===== src/rtl/mux_pkg.sv =====
// mux_pkg
// Shared constants for the stream multiplexer family: the selection-mode
// encoding used on the mode input and the default channel geometry.
// No ports; import with "import mux_pkg::*;".
package mux_pkg;

    // Encoding of the mode input
    localparam logic MODE_MANUAL = 1'b0;
    localparam logic MODE_RR     = 1'b1;

    // Default geometry: 4 channels of 2-bit words
    localparam int DEFAULT_WIDTH = 2;
    localparam int DEFAULT_N_CH  = 4;

endpackage


===== src/rtl/rr_arbiter.sv =====
// rr_arbiter
// Fair round-robin arbiter over N_CH requesters. The search for a winner
// starts just after the last channel that was served and wraps past
// N_CH-1 back to 0. The pointer moves only when the owner pulses advance,
// so a grant that is not taken leaves the rotation where it was.
//
// Ports:
//   clk          rising-edge clock
//   rst          asynchronous active-high reset (pointer -> N_CH-1)
//   req          per-channel request vector
//   advance      strobe: the current grant was consumed this cycle
//   grant        index of the winning channel (valid when grant_valid)
//   grant_valid  at least one channel is requesting
module rr_arbiter
    import mux_pkg::*;
#(
    parameter  int N_CH  = DEFAULT_N_CH,
    localparam int SEL_W = $clog2(N_CH)
) (
    input  logic             clk,
    input  logic             rst,
    input  logic [N_CH-1:0]  req,
    input  logic             advance,
    output logic [SEL_W-1:0] grant,
    output logic             grant_valid
);

    logic [SEL_W-1:0] last;
    int               idx;

    // Rotating priority search. Offsets 1..N_CH from the last winner are
    // visited in order, so the last winner itself is checked last. The
    // wrap is done by subtraction because N_CH need not be a power of two.
    always_comb begin
        grant       = '0;
        grant_valid = 1'b0;
        idx         = 0;
        for (int k = 1; k <= N_CH; k++) begin
            idx = int'(last) + k;
            if (idx >= N_CH) begin
                idx = idx - N_CH;
            end
            if (!grant_valid && req[idx]) begin
                grant       = SEL_W'(idx);
                grant_valid = 1'b1;
            end
        end
    end

    // Pointer register. Resetting to N_CH-1 makes channel 0 the first
    // candidate after reset.
    always_ff @(posedge clk or posedge rst) begin
        if (rst) begin
            last <= SEL_W'(N_CH - 1);
        end else if (advance && grant_valid) begin
            last <= grant;
        end
    end

endmodule


===== src/rtl/stream_mux_rr.sv =====
// stream_mux_rr
// N-channel valid/ready stream multiplexer with a single registered output
// stage. Channels are chosen either by an external select (manual mode) or
// by a round-robin arbiter (RR mode). Every output word carries the index
// of the channel it came from.
//
// Ports:
//   clk        rising-edge clock
//   rst        asynchronous active-high reset
//   in_data    N_CH*WIDTH packed input words, channel i at [i*WIDTH +: WIDTH]
//   in_valid   per-channel valid
//   in_ready   per-channel ready (combinational, at most one bit high)
//   mode       MODE_MANUAL (0) or MODE_RR (1)
//   select     channel index used in manual mode
//   out_data   registered output word
//   out_valid  registered output valid
//   out_ready  downstream ready
//   out_chan   registered source channel of out_data
module stream_mux_rr
    import mux_pkg::*;
#(
    parameter  int WIDTH = DEFAULT_WIDTH,
    parameter  int N_CH  = DEFAULT_N_CH,
    localparam int SEL_W = $clog2(N_CH)
) (
    input  logic                  clk,
    input  logic                  rst,
    input  logic [N_CH*WIDTH-1:0] in_data,
    input  logic [N_CH-1:0]       in_valid,
    output logic [N_CH-1:0]       in_ready,
    input  logic                  mode,
    input  logic [SEL_W-1:0]      select,
    output logic [WIDTH-1:0]      out_data,
    output logic                  out_valid,
    input  logic                  out_ready,
    output logic [SEL_W-1:0]      out_chan
);

    logic [SEL_W-1:0] rr_grant;
    logic             rr_valid;
    logic             man_valid;
    logic [SEL_W-1:0] grant;
    logic             grant_valid;
    logic             load;
    logic             transfer;
    logic             advance;
    logic [WIDTH-1:0] sel_data;

    // The arbiter only sees its pointer move on RR-mode transfers, so it
    // stays frozen while manual mode is in use and resumes from there.
    rr_arbiter #(
        .N_CH (N_CH)
    ) u_arbiter (
        .clk         (clk),
        .rst         (rst),
        .req         (in_valid),
        .advance     (advance),
        .grant       (rr_grant),
        .grant_valid (rr_valid)
    );

    // Manual grant check. Comparing against each legal index (instead of
    // indexing in_valid with select) keeps an out-of-range select from
    // reading past the vector; such a select simply never matches.
    always_comb begin
        man_valid = 1'b0;
        for (int i = 0; i < N_CH; i++) begin
            if (select == SEL_W'(i) && in_valid[i]) begin
                man_valid = 1'b1;
            end
        end
    end

    // Grant selection by mode, and the load enable of the one-entry
    // output register: it can take a word when empty or when the word it
    // holds is leaving this cycle, which gives full throughput.
    always_comb begin
        grant       = (mode == MODE_RR) ? rr_grant : select;
        grant_valid = (mode == MODE_RR) ? rr_valid : man_valid;
        load        = !out_valid || out_ready;
    end

    // Ready decode and data mux. Ready is held low during reset so no
    // producer believes a word was taken while the block is being cleared.
    always_comb begin
        in_ready = '0;
        sel_data = '0;
        for (int i = 0; i < N_CH; i++) begin
            if (grant == SEL_W'(i)) begin
                sel_data = in_data[i*WIDTH +: WIDTH];
                if (!rst && load && grant_valid) begin
                    in_ready[i] = 1'b1;
                end
            end
        end
        transfer = |in_ready;
        advance  = transfer && (mode == MODE_RR);
    end

    // Output register. A transfer always wins; otherwise a consumed word
    // just clears valid while data and channel tag keep their values.
    always_ff @(posedge clk or posedge rst) begin
        if (rst) begin
            out_data  <= '0;
            out_chan  <= '0;
            out_valid <= 1'b0;
        end else if (transfer) begin
            out_data  <= sel_data;
            out_chan  <= grant;
            out_valid <= 1'b1;
        end else if (out_ready) begin
            out_valid <= 1'b0;
        end
    end

endmodule


===== config.mk =====
export PLATFORM = sky130hd
export DESIGN_NAME = stream_mux_rr
export DESIGN_NICKNAME = d
export VERILOG_FILES = /design/src/rtl/mux_pkg.sv /design/src/rtl/rr_arbiter.sv /design/src/rtl/stream_mux_rr.sv
export SDC_FILE = /design/constraint.sdc
export NUM_CORES = 1
export LEC_CHECK = 0
export ABC_AREA = 1
export CORE_AREA = 2 2 44 46
export CTS_CLUSTER_SIZE = 30
export DETAILED_ROUTE_END_ITERATION = 10
export DIE_AREA = 0 0 46 48
export GPL_TIMING_DRIVEN = 0
export PLACE_DENSITY = 0.77
export SLEW_MARGIN = 20
export SYNTH_ARGS = -nofsm -noshare
export SYNTH_HDL_FRONTEND = slang
export SYNTH_SLANG_ARGS = --single-unit

===== constraint.sdc =====
create_clock -name clk -period 2.98 [get_ports clk]
set_input_delay 0.596 -clock clk [delete_from_list [all_inputs] [get_ports clk]]
set_output_delay 0.596 -clock clk [all_outputs]
set_load 0.02 [all_outputs]

==> metrics.md <==
| Metric | Value |
|---|---|
| Grt total ovfl | 0 |
| CP startpoint kind | primary input |
| Largest stage delay on the critical path | 0.52 ns |
| Xor and xnor area share after synthesis | 0% |
| Pin count of the biggest net entering global routing | 11 |
| Arrival time of data at the critical path endpoint | 2.21 ns |
| Capture instance of the worst register-to-register path | out_data[1] |
| Number of antenna diodes | 0 |
| Detailed Route Iter0 Violations | 17 |
| CTS tree | yes |
| Syn-to-layout area delta | 42.9% |
| Count of endpoints failing setup in the final report | 0 |
| Number of buffers inserted during clock tree synthesis | 3 |
| Detail Route Antenna Nets | 0 |
| Core region area | 1690 um2 |
| Register bit count reported by yosys | 7 |
| Final-report hold violation count | 0 |
| Classification of the worst-slack hold path | flop to flop |
| Utilization after layout | 65.9% |
| Summed area of non-filler cells in the final layout | 1110 um2 |
| DIE AREA | 2210 um2 |
| TritonCTS Sinks | 7 |
| Vias after detailed routing | 887 |
| Vias per Instance | 5.07 |
| Global Route Usage Sum | 19.6% |
| DR WL/cell | 11.7 um |
| Post-Place Cell Area | 1060 um2 |
| Hold Buf Count CTS | 0 |
| Sink of the worst hold path | out_data[1] |
| Synth Area in Simple Gates | 53.6% |
| Clock-pin slew on the worst setup and hold paths | 0.05 ns |
| Critical Path Source | select[1] |
| Commonest non-fill, non-tap cells in the layout | 40 x sky130_fd_sc_hd__nand2_1, 18 x sky130_fd_sc_hd__clkdlybuf4s50_1, 14 x sky130_fd_sc_hd__nand3_1 |
| Worst-margin pin slew | 0.274 ns |
| Number of distinct standard cells referenced by the synthesized netlist | 21 |
| Hold path startpoint | out_data[1] |
| Count of synthesis-stage warnings from yosys | 0 |
| Clock network latency to the later pin of the worst-skew pair | 0.25 ns |
| Sum of negative setup slack | 0 ns |
| Height of the die | 48 um |
| Initial antenna violation count | 0 |
| Ratio of final minimum period to clock period | 94.1% |
| Cell count of the worst reg-to-reg path | 16 |
| Die width | 46 um |
| Worst reg-to-reg setup slack | 0.96 ns |
| Cell Rows | 15 |
| IR drop worst, VDD | 0.000403 V |
| Number of nets in the layout | 177 |
| Maximum count of clock buffers along a single path | 2 |
| Compound-Gate Fraction of Synth Area | 11.9% |
| Worst Hold Depth | 2 |
| Post-route DRC violation count | 0 |
| Root buffer cell | sky130_fd_sc_hd__clkbuf_4 |
| Series of cell instances along the critical path | clkdlybuf4s50_1 > inv_1 > o21ai_0 > o21ai_0 > a21oi_1 > nand2_1 > buf_6 > nor3_2 > buf_4 |
| Via count of the first global-routing pass | 774 |
| Critical path fanouts, max | 10 |
| Outcome | complete, no violations |
| Minimum period implied by the final worst setup slack | 2.81 ns |
| Global placement routability congestion | 0.876 |
| Highest Clock Rate | 0.356 GHz |
| I/O pin total | 27 |
| Combinational family with the most area after synthesis | simple AND/OR/NAND/NOR gates |
| Crit-path leading delay family | buffers and inverters |
| RR Startpoint | u_arbiter.last[0] |
| Crit path buffers/inverters | 4 |
| H-tree level count | 1 |
| Worst Setup End Kind | primary output |
| Met3 track utilization from global routing | 3.77% |
| Global route hottest layer | met2 |
| Number of violations of the max-capacitance limit | 0 |
| Most common cell after layout, fill and taps aside | sky130_fd_sc_hd__nand2_1 |
| Wire length of the first global-routing pass | 3170 um |
| Critical Setup Path Class | primary input to primary output |
| Mux cell area share after synthesis | 0% |
| HPWL Detailed | 1640 um |
| TritonRoute pass-1 iters | 4 |
| Required time of the worst setup path | 2.38 ns |
| Share of post-route cells with drive strength above 1 | 25.3% |
| RSZ-0062 raised after global routing | no |
| Area share of fa/ha/maj cells after synthesis | 0% |
| Global Route met1 Usage | 23.9% |
| Syn nets | 145 |
| Final wirelength | 2040 um |
| Average cell area after synthesis | 6.14 um2 |
| Cell Pwr Density | 957 nW/um2 |
| Portion of the post-synthesis area used by sequential elements | 22.8% |
| IO Port Bufs | 26 |
| Met2 capacity usage during global routing | 36.9% |
| Setup Skew | 0.00363 ns |
| Final-report max-slew violation count | 0 |
| Worst max-slew margin expressed relative to the limit | 81.6% |
| Mapped Area | 779 um2 |
| Dominant cell type by count on the critical path | sky130_fd_sc_hd__o21ai_0 |
| Synthesized instance count | 127 |
| Leakage component of the power | 0.000592 uW |
| Crit-path slowest cell | sky130_fd_sc_hd__clkdlybuf4s50_1 |
| Starting density of the core | 46.1% |
worst max path at each step:
stage                  end  slack [ns]  cells after the start
2_1_floorplan  in_ready[0]        0.49                     12
3_3_place_gp   in_ready[1]       -0.35                     12
3_5_place_dp   in_ready[0]       -0.42                     12
4_1_cts        in_ready[2]       0.003                     11
5_1_grt        in_ready[0]        0.06                      8
6_report       in_ready[0]        0.17                      9
worst reg2reg max path, cell delays in order, from the launching register on:
cell and delay, ns:
sky130_fd_sc_hd__dfstp_2 0.52, sky130_fd_sc_hd__buf_6 0.14, sky130_fd_sc_hd__inv_6 0.06, sky130_fd_sc_hd__nand2_1 0.07, sky130_fd_sc_hd__nand2_2 0.08, sky130_fd_sc_hd__nand2_1 0.09, sky130_fd_sc_hd__nand2_2 0.08, sky130_fd_sc_hd__inv_1 0.09
sky130_fd_sc_hd__nand4_1 0.12, sky130_fd_sc_hd__nand2_1 0.11, sky130_fd_sc_hd__nand2_1 0.06, sky130_fd_sc_hd__nand2_2 0.15, sky130_fd_sc_hd__nand2_2 0.09, sky130_fd_sc_hd__o21ai_2 0.11, sky130_fd_sc_hd__inv_1 0.04, sky130_fd_sc_hd__nand2_1 0.05
sky130_fd_sc_hd__nand2_1 0.04
routing by layer:
metal | share of wire, % | vias to the layer above
li1 | - | 466
met1 | 43 | 397
met2 | 53 | 24
met3 | 3.9 | 0
met4 | 0 | 0
met5 | 0 | -
state kept, by name, summed over array words and instances, names as in the netlist:
signal,flops
out_chan,2
out_data,2
u_arbiter.last,2
out_valid,1
cell usage after synthesis:
cell / n / area (um2)
sky130_fd_sc_hd__nor2_1: 7 / 26.3
sky130_fd_sc_hd__nand2_1: 42 / 158
sky130_fd_sc_hd__nor3_1: 3 / 15.0
sky130_fd_sc_hd__nand3_1: 14 / 70.1
sky130_fd_sc_hd__nand2_4: 3 / 33.8
sky130_fd_sc_hd__o21ai_2: 1 / 8.76
sky130_fd_sc_hd__dfstp_2: 2 / 52.6
sky130_fd_sc_hd__nor2_4: 1 / 11.3
sky130_fd_sc_hd__o21ai_0: 8 / 40.0
sky130_fd_sc_hd__inv_6: 1 / 8.76
sky130_fd_sc_hd__nor4_1: 1 / 6.26
sky130_fd_sc_hd__inv_1: 14 / 52.6
sky130_fd_sc_hd__a21boi_0: 1 / 7.51
sky130_fd_sc_hd__nand3_2: 1 / 10.0
sky130_fd_sc_hd__inv_2: 2 / 7.51
sky130_fd_sc_hd__nand2_2: 11 / 68.8
sky130_fd_sc_hd__dfrtp_1: 5 / 125
sky130_fd_sc_hd__nand4_1: 3 / 18.8
sky130_fd_sc_hd__a21oi_1: 4 / 20.0
sky130_fd_sc_hd__o21ai_4: 1 / 16.3
sky130_fd_sc_hd__buf_6: 2 / 22.5
power breakdown:
group | internal, uW | switching, uW
Clock | 51.0 | 34.1
Combinational | 302 | 498
Sequential | 148 | 32.8
layout make-up:
| class | count | area [um2] |
|---|---|---|
| multi-input combinational | 101 | 532 |
| fill | 164 | 576 |
| sequential | 7 | 178 |
| timing repair buffer | 27 | 265 |
| inverter | 17 | 68.8 |
| buffer | 2 | 22.5 |
| tap | 17 | 21.3 |
| clock buffer | 4 | 26.3 |
cells by family (layout without fill, tap and decap cells):
logic type,Yosys count,count (layout)
flops,7,7
compound gates,15,15
buf+inv,19,50
simple gates,86,86
through the flow:
stage | hold slack, ns | total power [uW] | std cells | setup slack, ns
2_1_floorplan | 0.404 | 736 | 127 | 0.488
3_3_place_gp | 0.467 | 921 | 170 | -0.354
3_5_place_dp | 0.467 | 946 | 170 | -0.422
4_1_cts | 0.481 | 1050 | 175 | 0.00300
5_1_grt | 0.520 | 1160 | 175 | 0.0604
6_report | 0.482 | 1070 | 175 | 0.175
repair_timing:
| action | CTS | global route |
|---|---|---|
| resized for setup | 19 | 15 |
| pin swaps | 1 | 3 |
| buffers inserted | 1 | 0 |
| setup endpoints to repair | 4 | 4 |
(Power assumes the default switching activity.)
